==> src/rtl/cv32e40n_apu_resp_pkg.sv <==
// cv32e40n_apu_resp_pkg: shared types and constants for the APU responder.
// Default APU widths follow the cv32e40p APU port.
package cv32e40n_apu_resp_pkg;

    localparam int APU_NARGS_CPU    = 3;
    localparam int APU_WOP_CPU      = 6;
    localparam int APU_NDSFLAGS_CPU = 15;
    localparam int APU_NUSFLAGS_CPU = 5;
    localparam int ERR_FLAG_BIT     = 0;

    typedef enum logic [1:0] {
        OP_ALU,
        OP_LOAD,
        OP_STORE,
        OP_RSVD
    } apu_op_e;

    typedef enum logic [2:0] {
        S_IDLE,
        S_EXEC,
        S_MEM_REQ,
        S_MEM_WAIT,
        S_RESP
    } state_e;

    typedef struct packed {
        apu_op_e     op;
        logic [31:0] op0;
        logic [31:0] op1;
    } fifo_entry_t;

endpackage

==> src/rtl/cv32e40n_apu_responder_if.sv <==
// cv32e40n_apu_responder_if: APU request/response channel plus the data memory master port.
// slave is the responder's view; master is the core/memory side.
interface cv32e40n_apu_responder_if
    import cv32e40n_apu_resp_pkg::*;
#(
    parameter int NARGS    = APU_NARGS_CPU,
    parameter int WOP      = APU_WOP_CPU,
    parameter int NDSFLAGS = APU_NDSFLAGS_CPU,
    parameter int NUSFLAGS = APU_NUSFLAGS_CPU
);

    logic [NARGS-1:0][31:0] apu_operands_i;
    logic [WOP-1:0]         apu_op_i;
    logic [NDSFLAGS-1:0]    apu_flags_i;
    logic                   apu_req_i;
    logic                   apu_gnt_o;
    logic                   apu_rvalid_o;
    logic [31:0]            apu_result_o;
    logic [NUSFLAGS-1:0]    apu_flags_o;
    logic                   mem_master_sel;
    logic                   data_req_o;
    logic                   data_we_o;
    logic [3:0]             data_be_o;
    logic [31:0]            data_addr_o;
    logic [31:0]            data_wdata_o;
    logic                   data_gnt_i;
    logic                   data_rvalid_i;
    logic [31:0]            data_rdata_i;

    modport slave (
        input  apu_operands_i, apu_op_i, apu_flags_i, apu_req_i,
        input  data_gnt_i, data_rvalid_i, data_rdata_i,
        output apu_gnt_o, apu_rvalid_o, apu_result_o, apu_flags_o,
        output mem_master_sel, data_req_o, data_we_o, data_be_o, data_addr_o, data_wdata_o
    );

    modport master (
        output apu_operands_i, apu_op_i, apu_flags_i, apu_req_i,
        output data_gnt_i, data_rvalid_i, data_rdata_i,
        input  apu_gnt_o, apu_rvalid_o, apu_result_o, apu_flags_o,
        input  mem_master_sel, data_req_o, data_we_o, data_be_o, data_addr_o, data_wdata_o
    );

endinterface

==> src/rtl/cv32e40n_apu_req_fifo.sv <==
// cv32e40n_apu_req_fifo: in-order request buffer with full/empty/count status.
// DEPTH must be a power of two so the pointers wrap naturally.
module cv32e40n_apu_req_fifo
    import cv32e40n_apu_resp_pkg::*;
#(
    parameter int DEPTH = 4
) (
    input  logic                     clk,
    input  logic                     rst,
    input  logic                     push,
    input  logic                     pop,
    input  fifo_entry_t              wdata,
    output fifo_entry_t              rdata,
    output logic                     full,
    output logic                     empty,
    output logic [$clog2(DEPTH):0]   count
);

    localparam int AW = $clog2(DEPTH);

    fifo_entry_t   mem [DEPTH];
    logic [AW-1:0] wptr;
    logic [AW-1:0] rptr;
    logic          do_push;
    logic          do_pop;

    assign full    = count == (AW+1)'(DEPTH);
    assign empty   = count == '0;
    assign do_push = push && !full;
    assign do_pop  = pop && !empty;
    assign rdata   = mem[rptr];

    always_ff @(posedge clk or posedge rst) begin
        if (rst) begin
            wptr  <= '0;
            rptr  <= '0;
            count <= '0;
        end else begin
            if (do_push) wptr <= wptr + 1'b1;
            if (do_pop) rptr <= rptr + 1'b1;
            count <= count + (AW+1)'(do_push) - (AW+1)'(do_pop);
        end
    end

    always_ff @(posedge clk) begin
        if (do_push) mem[wptr] <= wdata;
    end

endmodule

==> src/rtl/cv32e40n_apu_responder.sv <==
// cv32e40n_apu_responder: buffered in-order APU responder executing ALU adds and memory loads/stores.
// APU_RESP_MISALIGN_CHK_EN: misaligned LOAD/STORE responds with an error instead of accessing the bus.
module cv32e40n_apu_responder
    import cv32e40n_apu_resp_pkg::*;
#(
    parameter int NARGS    = APU_NARGS_CPU,
    parameter int WOP      = APU_WOP_CPU,
    parameter int NDSFLAGS = APU_NDSFLAGS_CPU,
    parameter int NUSFLAGS = APU_NUSFLAGS_CPU,
    parameter int LATENCY  = 1,
    parameter int DEPTH    = 4
) (
    input logic                      clk_i,
    input logic                      rst_i,
    cv32e40n_apu_responder_if.slave  apu
);

    state_e                 state;
    state_e                 state_n;
    logic [3:0]             cnt;
    logic [3:0]             cnt_n;
    logic [31:0]            rdata_q;
    fifo_entry_t            head;
    fifo_entry_t            entry;
    logic                   full;
    logic                   empty;
    logic [$clog2(DEPTH):0] count;
    logic [NARGS-1:0][31:0] operands;
    logic [WOP-1:0]         op_in;
    logic [NDSFLAGS-1:0]    flags_in;
    logic                   bad;
    logic                   err;
    logic                   mem_req;
    logic                   pop;
    logic                   unused_ok;

    assign operands  = apu.apu_operands_i;
    assign op_in     = apu.apu_op_i;
    assign flags_in  = apu.apu_flags_i;
    assign entry     = '{op: apu_op_e'(op_in[1:0]), op0: operands[0], op1: operands[1]};
    assign pop       = state == S_RESP;
    assign mem_req   = state == S_MEM_REQ;
    assign unused_ok = ^{flags_in, op_in, operands, count, head.op0[1:0]};

`ifdef APU_RESP_MISALIGN_CHK_EN
    assign bad = (head.op == OP_LOAD || head.op == OP_STORE) && head.op0[1:0] != 2'b00;
`else
    assign bad = 1'b0;
`endif
    assign err = head.op == OP_RSVD || bad;

    cv32e40n_apu_req_fifo #(.DEPTH(DEPTH)) u_fifo (
        .clk   (clk_i),
        .rst   (rst_i),
        .push  (apu.apu_req_i),
        .pop   (pop),
        .wdata (entry),
        .rdata (head),
        .full  (full),
        .empty (empty),
        .count (count)
    );

    always_ff @(posedge clk_i or posedge rst_i) begin
        if (rst_i) begin
            state   <= S_IDLE;
            cnt     <= '0;
            rdata_q <= '0;
        end else begin
            state <= state_n;
            cnt   <= cnt_n;
            if (state == S_MEM_WAIT && apu.data_rvalid_i && head.op == OP_LOAD) rdata_q <= apu.data_rdata_i;
        end
    end

    always_comb begin
        state_n = state;
        cnt_n   = cnt;
        case (state)
            S_IDLE: begin
                if (!empty) begin
                    state_n = head.op == OP_ALU ? S_EXEC : (err ? S_RESP : S_MEM_REQ);
                    cnt_n   = 4'(LATENCY - 1);
                end
            end
            S_EXEC: begin
                if (cnt == '0) state_n = S_RESP;
                else cnt_n = cnt - 1'b1;
            end
            S_MEM_REQ:  state_n = apu.data_gnt_i ? S_MEM_WAIT : S_MEM_REQ;
            S_MEM_WAIT: state_n = apu.data_rvalid_i ? S_RESP : S_MEM_WAIT;
            S_RESP:     state_n = S_IDLE;
            default:    state_n = S_IDLE;
        endcase
    end

    // Response fields are forced to zero outside the strobe so the core never sees stale data.
    always_comb begin
        apu.apu_gnt_o    = !full;
        apu.apu_rvalid_o = pop;
        apu.apu_result_o = '0;
        apu.apu_flags_o  = '0;
        if (pop) begin
            apu.apu_result_o = err ? '0 : head.op == OP_ALU ? head.op0 + head.op1 : head.op == OP_LOAD ? rdata_q : '0;
            apu.apu_flags_o[ERR_FLAG_BIT] = err;
        end
        apu.mem_master_sel = mem_req || state == S_MEM_WAIT;
        apu.data_req_o     = mem_req;
        apu.data_we_o      = mem_req && head.op == OP_STORE;
        apu.data_be_o      = mem_req ? 4'hF : 4'h0;
        apu.data_addr_o    = mem_req ? {head.op0[31:2], 2'b00} : '0;
        apu.data_wdata_o   = mem_req ? head.op1 : '0;
    end

endmodule

==> src/flat_wrapper.sv <==
// flat-port wrapper written by rule: the top's interface ports become plain ports
module cv32e40n_apu_responder_flat import cv32e40n_apu_resp_pkg::*;
#(
    parameter int NARGS    = APU_NARGS_CPU,
    parameter int WOP      = APU_WOP_CPU,
    parameter int NDSFLAGS = APU_NDSFLAGS_CPU,
    parameter int NUSFLAGS = APU_NUSFLAGS_CPU,
    parameter int LATENCY  = 1,
    parameter int DEPTH    = 4
)
  (clk_i, rst_i, apu_apu_operands_i, apu_apu_op_i, apu_apu_flags_i, apu_apu_req_i, apu_data_gnt_i, apu_data_rvalid_i, apu_data_rdata_i, apu_apu_gnt_o, apu_apu_rvalid_o, apu_apu_result_o, apu_apu_flags_o, apu_mem_master_sel, apu_data_req_o, apu_data_we_o, apu_data_be_o, apu_data_addr_o, apu_data_wdata_o);
  cv32e40n_apu_responder_if #(.NARGS(NARGS), .WOP(WOP), .NDSFLAGS(NDSFLAGS), .NUSFLAGS(NUSFLAGS)) apu_i ();
  input logic clk_i;
  input logic rst_i;
  input wire logic [$bits(apu_i.apu_operands_i)-1:0] apu_apu_operands_i;
  input wire logic [$bits(apu_i.apu_op_i)-1:0] apu_apu_op_i;
  input wire logic [$bits(apu_i.apu_flags_i)-1:0] apu_apu_flags_i;
  input wire logic [$bits(apu_i.apu_req_i)-1:0] apu_apu_req_i;
  input wire logic [$bits(apu_i.data_gnt_i)-1:0] apu_data_gnt_i;
  input wire logic [$bits(apu_i.data_rvalid_i)-1:0] apu_data_rvalid_i;
  input wire logic [$bits(apu_i.data_rdata_i)-1:0] apu_data_rdata_i;
  output wire logic [$bits(apu_i.apu_gnt_o)-1:0] apu_apu_gnt_o;
  output wire logic [$bits(apu_i.apu_rvalid_o)-1:0] apu_apu_rvalid_o;
  output wire logic [$bits(apu_i.apu_result_o)-1:0] apu_apu_result_o;
  output wire logic [$bits(apu_i.apu_flags_o)-1:0] apu_apu_flags_o;
  output wire logic [$bits(apu_i.mem_master_sel)-1:0] apu_mem_master_sel;
  output wire logic [$bits(apu_i.data_req_o)-1:0] apu_data_req_o;
  output wire logic [$bits(apu_i.data_we_o)-1:0] apu_data_we_o;
  output wire logic [$bits(apu_i.data_be_o)-1:0] apu_data_be_o;
  output wire logic [$bits(apu_i.data_addr_o)-1:0] apu_data_addr_o;
  output wire logic [$bits(apu_i.data_wdata_o)-1:0] apu_data_wdata_o;
  assign apu_i.apu_operands_i = apu_apu_operands_i;
  assign apu_i.apu_op_i = apu_apu_op_i;
  assign apu_i.apu_flags_i = apu_apu_flags_i;
  assign apu_i.apu_req_i = apu_apu_req_i;
  assign apu_i.data_gnt_i = apu_data_gnt_i;
  assign apu_i.data_rvalid_i = apu_data_rvalid_i;
  assign apu_i.data_rdata_i = apu_data_rdata_i;
  assign apu_apu_gnt_o = apu_i.apu_gnt_o;
  assign apu_apu_rvalid_o = apu_i.apu_rvalid_o;
  assign apu_apu_result_o = apu_i.apu_result_o;
  assign apu_apu_flags_o = apu_i.apu_flags_o;
  assign apu_mem_master_sel = apu_i.mem_master_sel;
  assign apu_data_req_o = apu_i.data_req_o;
  assign apu_data_we_o = apu_i.data_we_o;
  assign apu_data_be_o = apu_i.data_be_o;
  assign apu_data_addr_o = apu_i.data_addr_o;
  assign apu_data_wdata_o = apu_i.data_wdata_o;
  cv32e40n_apu_responder #(.NARGS(NARGS), .WOP(WOP), .NDSFLAGS(NDSFLAGS), .NUSFLAGS(NUSFLAGS), .LATENCY(LATENCY), .DEPTH(DEPTH)) u_core (.clk_i(clk_i), .rst_i(rst_i), .apu(apu_i));
endmodule
==> config.mk <==
export PLATFORM = sky130hd
export DESIGN_NAME = cv32e40n_apu_responder_flat
export DESIGN_NICKNAME = d
export VERILOG_FILES = /design/src/rtl/cv32e40n_apu_resp_pkg.sv /design/src/rtl/cv32e40n_apu_responder_if.sv /design/src/rtl/cv32e40n_apu_req_fifo.sv /design/src/rtl/cv32e40n_apu_responder.sv /design/src/flat_wrapper.sv
export SDC_FILE = /design/constraint.sdc
export NUM_CORES = 1
export LEC_CHECK = 0
export CORE_MARGIN = 2
export CORE_UTILIZATION = 55
export CTS_CLUSTER_SIZE = 8
export DETAILED_ROUTE_END_ITERATION = 16
export GPL_TIMING_DRIVEN = 0
export HOLD_SLACK_MARGIN = 0.15
export PLACE_DENSITY_LB_ADDON = 0.2
export RECOVER_POWER = 25
export SLEW_MARGIN = 20
export SYNTH_ARGS = -nofsm -noshare
export SYNTH_HDL_FRONTEND = slang
export SYNTH_SLANG_ARGS = --single-unit
==> constraint.sdc <==
create_clock -name clk_i -period 8 [get_ports clk_i]
set_input_delay 2 -clock clk_i [delete_from_list [all_inputs] [get_ports clk_i]]
set_output_delay 2 -clock clk_i [all_outputs]
set_load 0.005 [all_outputs]
* Word-level counts from Yosys, hierarchy flattened *
Memory sizes are Yosys's and may differ from the RTL's.
Cells that the tools add are included.

cells by class
  reduce and logical (&&, ||, !) cells = 15
  add/sub/neg operators = 6
  muxes and demuxes = 20
  equality and inequality tests = 11

operator list
  cell                                                                      count
  32-bit 2-to-1 mux                                                         6
  32-bit adder                                                              1
  3-bit 2-to-1 mux                                                          5
  4-bit 2-to-1 mux                                                          3
  3-bit case mux with 4 select lines                                        1
  4-bit case mux with 2 select lines                                        1
  3-bit by 2-bit equality test with 1-bit output (second input constant)    2
  3-bit equality test (second input constant)                               2
  3-bit zero test                                                           2
  1-bit logical AND                                                         5
  2-bit by 1-bit adder with 2-bit output (second input constant)            2
  2-bit equality test (second input constant)                               2
  4-bit zero test                                                           1
  1-bit 2-to-1 mux                                                          4
  2-bit inequality test (second input constant)                             2
  4-bit by 1-bit subtractor with 4-bit output (second input constant)       1
  3-bit by 1-bit adder with 3-bit output                                    1
  3-bit by 1-bit equality test with 1-bit output (second input constant)    1
  3-bit AND reduction                                                       1
  3-bit by 1-bit subtractor with 3-bit output                               1
  2-bit by 1-bit equality test with 1-bit output (second input constant)    1
  1-bit zero test                                                           2
  2-bit zero test                                                           1
  2-bit by 1-bit inequality test with 1-bit output (second input constant)  1
  other kinds (3)                                                           3

storage, ports and cells
  input port bits = 154
  memory bits (writable) = 264
  memories = 1
  output and inout bits = 110
  flip-flop bits (word level) = 46
  word-level logic and storage cells = 59

memory list
  memory             depth  width  read ports  clocked after memory_dff  wr ports  line                         RTL
  u_core.u_fifo.mem  4      66     1           0                         1         cv32e40n_apu_req_fifo.sv:21  fifo_entry_t mem [DEPTH];

* Logic depth before layout (Yosys ltp) *
An unclocked memory read counts as a cell.

  word-level depth = 6
  gate-level depth with buffers = 15
  depth with buffers taken out = 12

* By module *
From an unflattened synthesis, not the netlist that was laid out.

second synthesis, totals
  cells, all modules = 936
  area, all modules = 14448.9 sq um

modules (own cells, without submodules)
  module                  area each (sq um)  instances  cells an instance  sequential area each (sq um)
  cv32e40n_apu_req_fifo   10013.4            1          387                8102.8
  cv32e40n_apu_responder  4435.5             1          549                975.9

* Worst setup path after synthesis *
OpenSTA, ideal clock, no wires.

  path kind = register to output
  start point = register u_core.u_fifo.rptr[0]
  end point = output port apu_apu_result_o[31]
  path slack = 1.958 ns
  cell stages (with the launch flop) = 14
  buffers on the path = 3
  required time = 6.000 ns
  data arrival time = 4.042 ns
  cells stage by stage = dfrtp_1 clkbuf_1 buf_2 buf_1 mux4_2 ha_1 a211oi_2 o21bai_4 o21ai_2 a21boi_2 a221o_2 a41o_1 or4_1 nand3_1

between the ends
  longest elaborated chain between the ends = 6
  elaborated cells between the ends (all ways) = 9
  classes of those cells = add/sub: 1; eq/ne: 2; mux: 4; reduce/logical: 1; memory: 1

ends and longest elaborated chain
  item                                                                  line                           RTL
  start, declared                                                       cv32e40n_apu_req_fifo.sv:23    logic [AW-1:0] rptr;
  start signal, assigned                                                cv32e40n_apu_req_fifo.sv:40    if (do_pop) rptr <= rptr + 1'b1;
  memory read 4 x 66 bit (*)                                            --
  parallel branches: the longest is 3 deep, another holds 32-bit adder  --
  32-bit 2-to-1 mux (*)                                                 cv32e40n_apu_responder.sv:104  apu.apu_result_o = err ? '0 : head.op == OP_ALU ? head.op0 + head.op1 : head.op == OP_LOAD ? rdata_q : '0;
  32-bit 2-to-1 mux (*)                                                 cv32e40n_apu_responder.sv:103  if (pop) begin
  end, declared                                                         flat_wrapper.sv:24             output wire logic [$bits(apu_i.apu_result_o)-1:0] apu_apu_result_o;

Mark *: on every way between the ends.

* Final worst setup path *
  start point = register u_core.u_fifo.rptr[1]
  end point = output port apu_apu_result_o[31]

The elaborated chain is that of the path after synthesis.

==> impl_metrics.yaml <==
status:
  outcome: "complete, no violations"
synthesis:
  synth_compound_area_frac: 0.06719
  synth-simple-area-share: 0.07427
  synth_flop_cell: "edfxtp_1"
  synth-seq-area-share: 0.6424
  synth_seq_cells: 310
  synth-xor-area-share: 0.01797
  ys_async_sr_fraction: 0.1484
  syn-cell-area_um2: 14130
  ys_types: 59
  synthAdderAreaFrac: 0.04178
  synth_top_family_by_area: "multiplexers"
  syn_avg_cell_area_um2: 15.45
  synth_edf_count: 264
  yosys_warnings: 0
  synth_cells: 915
  synthMuxAreaShare: 0.1321
route:
  antenna_left: 0
  wl_per_cell_um: 22.23
  drc: 0
  first_pass_iters: 4
  drt_iter0_markers: 697
  wl_um: 34300
  avgViaCountPerCell: 5.757
  num_vias: 8883
placement:
  gp_congestion: 0.9170
  dp_hpwl_um: 24250
  port-buffer-count: 206
  pre_cts_slack_ps: 268.2
worst_setup_path:
  r2r_start: "u_core.u_fifo.rptr[0]$_DFFE_PP0P_"
  regToRegEndpoint: "u_core.rdata_q[9]$_DFFE_PP0P_"
  crit_type: "reg2out"
  critPathMaxFanout: 10
  crit_path_end: "apu_apu_result_o[31]"
  end_kind: "primary output"
  worstPathArrival_ps: 5800
  regToRegSetupSlack_ps: 3780
  required_ps: 6000
  crit_path_start: "u_core.u_fifo.rptr[1]$_DFFE_PP0P_"
  reg2reg_depth: 9
  start_kind: "flip-flop"
global_routing:
  grt_pass1_wl_um: 51810
  antenna_found_initial: 1
  grt_pass1_vias: 9035
  grt_overflow: 0
  grtUsageTotal: 0.2581
  grt_max_degree: 37
die:
  core_um2: 25180
  io_pins: 264
  num_rows: 58
  dieArea_um2: 27000
  die_x_um: 164.3
  start_util: 0.5613
  dieHeight_um: 164.3
sta:
  rsz0062_at_grt: "false"
  min_period_ps: 7803
  max_slew.worst_pin.slew_ps: 925.1
  setup_violations: 0
  final_max_slew_viol_count: 0
  fin_tns_setup_ps: 0
  slew_headroom: 0.3832
  final_hold_viol_count: 0
  fin_ws_ps: 197.4
  fmax_mhz: 128.2
  min_period_over_period: 0.9753
  clock_skew_ps: 11.10
final_layout:
  drive_above_1_share: 0.1511
  multi_input_comb_area_um2: 4770
  utilization: 0.7165
  fillers: 1682
  layout.nets: 1377
  seq_area_um2: 9079
  area_growth_syn_to_layout_pct: 27.66
clock_network:
  cts_tree: "built"
  cts_buffers: 44
  holdBufCountCts: 0
  clockBufferDepth: 3
  clkSlewWorstSetupHoldPaths_ps: 50
  cts.htree.levels: 2
  root_buffer: "clkbuf_16"
  numClockSinks: 310
  clk_latency_ps: 510
power:
  p_per_area_nw_per_um2: 431.4
  vdd_ir_drop_max_uv: 283.5
  power.internal_mw: 4.890
  p_clk_frac: 0.216
  seqPwrFrac: 0.290
  share_comb_of_total_power: 0.493
  power.net_switching_mw: 2.893
  p_sw_frac: 0.3717
  p_leak_nw: 6.521
run:
  maxCapViolCount: 0
worst_hold_path:
  hp-class: "reg2reg"
[Yosys cell counts, types with 3 or more instances]
cell type	count	area share
edfxtp_1	264	0.56
mux4_2	66	0.11
and2_1	65	0.029
nand2_1	50	0.013
dfrtp_1	46	0.081
ha_1	44	0.039
o21ai_0	38	0.013
clkbuf_1	37	0.0098
nor2_1	35	0.0093
a21oi_1	34	0.012
mux2_2	32	0.025
inv_1	23	0.0061
a21o_1	20	0.011
xnor2_1	20	0.012
and3_1	12	0.0053
a31oi_1	10	0.0044
buf_4	10	0.0053
nand4_1	9	0.0040
xor2_1	9	0.0056
nor2b_1	8	0.0035
nor3_1	8	0.0028
a211oi_1	5	0.0027
buf_2	5	0.0018
nand2b_1	5	0.0022
nand3_1	5	0.0018
o21bai_1	5	0.0027
buf_1	4	0.0011
a21boi_0	3	0.0016
a22oi_1	3	0.0016
[area by class of cell]
cell class | count | area share
Tap cell | 330 | 0.02288
Multi-Input combinational cell | 531 | 0.2644
Sequential cell | 310 | 0.5032
Timing Repair Buffer | 211 | 0.1198
Buffer | 56 | 0.01498
Clock buffer | 80 | 0.06970
Inverter | 23 | 0.004785
Antenna cell | 2 | 0.0002774
[state kept, by name, indices dropped and copies added (netlist names)]
name / cells
u_core.u_fifo.mem: 264
u_core.rdata_q: 32
u_core.cnt: 4
u_core.state: 3
u_core.u_fifo.count: 3
u_core.u_fifo.rptr: 2
u_core.u_fifo.wptr: 2
[stage by stage]
step | std cells | area, um2 | total power, mW | hold slack (ps)
6_report | 1543 | 18040 | 7.783 | 503.3
5_1_grt | 1541 | 18040 | 8.229 | 515.5
4_1_cts | 1541 | 18010 | 7.760 | 505.7
3_5_place_dp | 1461 | 16750 | 6.044 | 493.2
3_3_place_gp | 1456 | 16630 | 5.991 | 479.4
2_1_floorplan | 920 | 14150 | 4.746 | 457.4
[worst max-delay path, stage by stage, from the launching register on]
cell and delay, ps:
dfrtp_1 400, clkbuf_1 600, clkbuf_1 760, mux4_2 470, ha_1 390, a21o_1 220
o21bai_4 190, o21ai_2 230, a21boi_2 110, a221o_2 420, a41o_1 320, or4_1 520
nand3_1 150, clkdlybuf4s50_1 520
[worst min-delay path by stage]
stage                                         startpoint                        endpoint  cells after the start
after floorplan                u_core.cnt[3]$_DFFE_PP0P_       u_core.cnt[3]$_DFFE_PP0P_                      1
after global placement     u_core.rdata_q[3]$_DFFE_PP0P_   u_core.rdata_q[3]$_DFFE_PP0P_                      1
after detailed placement  u_core.rdata_q[13]$_DFFE_PP0P_  u_core.rdata_q[13]$_DFFE_PP0P_                      1
after CTS                  u_core.rdata_q[5]$_DFFE_PP0P_   u_core.rdata_q[5]$_DFFE_PP0P_                      1
after global routing      u_core.rdata_q[19]$_DFFE_PP0P_  u_core.rdata_q[19]$_DFFE_PP0P_                      1
final                     u_core.rdata_q[19]$_DFFE_PP0P_  u_core.rdata_q[19]$_DFFE_PP0P_                      1
[cells by family after synthesis]
| group | Yosys count |
|---|---|
| flip-flops | 310 |
| AND/OR/NAND/NOR | 204 |
| AO/OA/AOI/OAI | 146 |
| multiplexers | 100 |
| buffers and inverters | 79 |
| adder cells (fa/ha/maj) | 46 |
| XOR/XNOR | 29 |
| other | 1 |
[timing repair]
item / 4_1_cts / 5_1_grt
resized for setup: 3 / 5
setup endpoints to repair: 6 / 6
cloned: 0 / 0
buffers inserted: 0 / 0
[power groups by stage]
stage          Clock [mW]  Sequential, mW  Combinational (mW)
6_report             1.68            2.26                3.84
5_1_grt              1.78            2.29                4.16
2_1_floorplan           0            2.26                2.48
3_5_place_dp            0            2.29                3.76
3_3_place_gp            0            2.30                3.69
4_1_cts              1.71            2.26                3.79
[per-layer routing]
metal / vias up / GRT usage / routed length (um)
li1: 4023 / - / -
met1: 4434 / 0.3688 / 14520
met2: 359 / 0.4104 / 16370
met3: 67 / 0.04773 / 2520
met4: 0 / 0.07496 / 889
met5: - / 0 / 0
[cells in the final DEF, fill, tap and decap left out, types with 4 or more instances in the layout]
master,instances
buf_2,4
and3_1,8
and3_4,4
nor2b_1,8
a31oi_1,10
buf_4,10
dfrtp_1,46
a21o_1,20
inv_1,22
nor2_1,35
buf_12,5
nand2_1,50
o21bai_1,5
nand3_1,5
edfxtp_1,264
xnor2_1,20
a21oi_1,34
nand2b_1,5
mux2_2,32
ha_1,44
xor2_1,9
nor3_1,8
a211oi_1,4
o21ai_0,38
clkdlybuf4s50_1,206
mux4_2,66
clkbuf_16,45
nand4_1,9
conb_1,6
and2_1,65
clkbuf_1,72
Note: power is estimated with default switching activity, not from simulation.
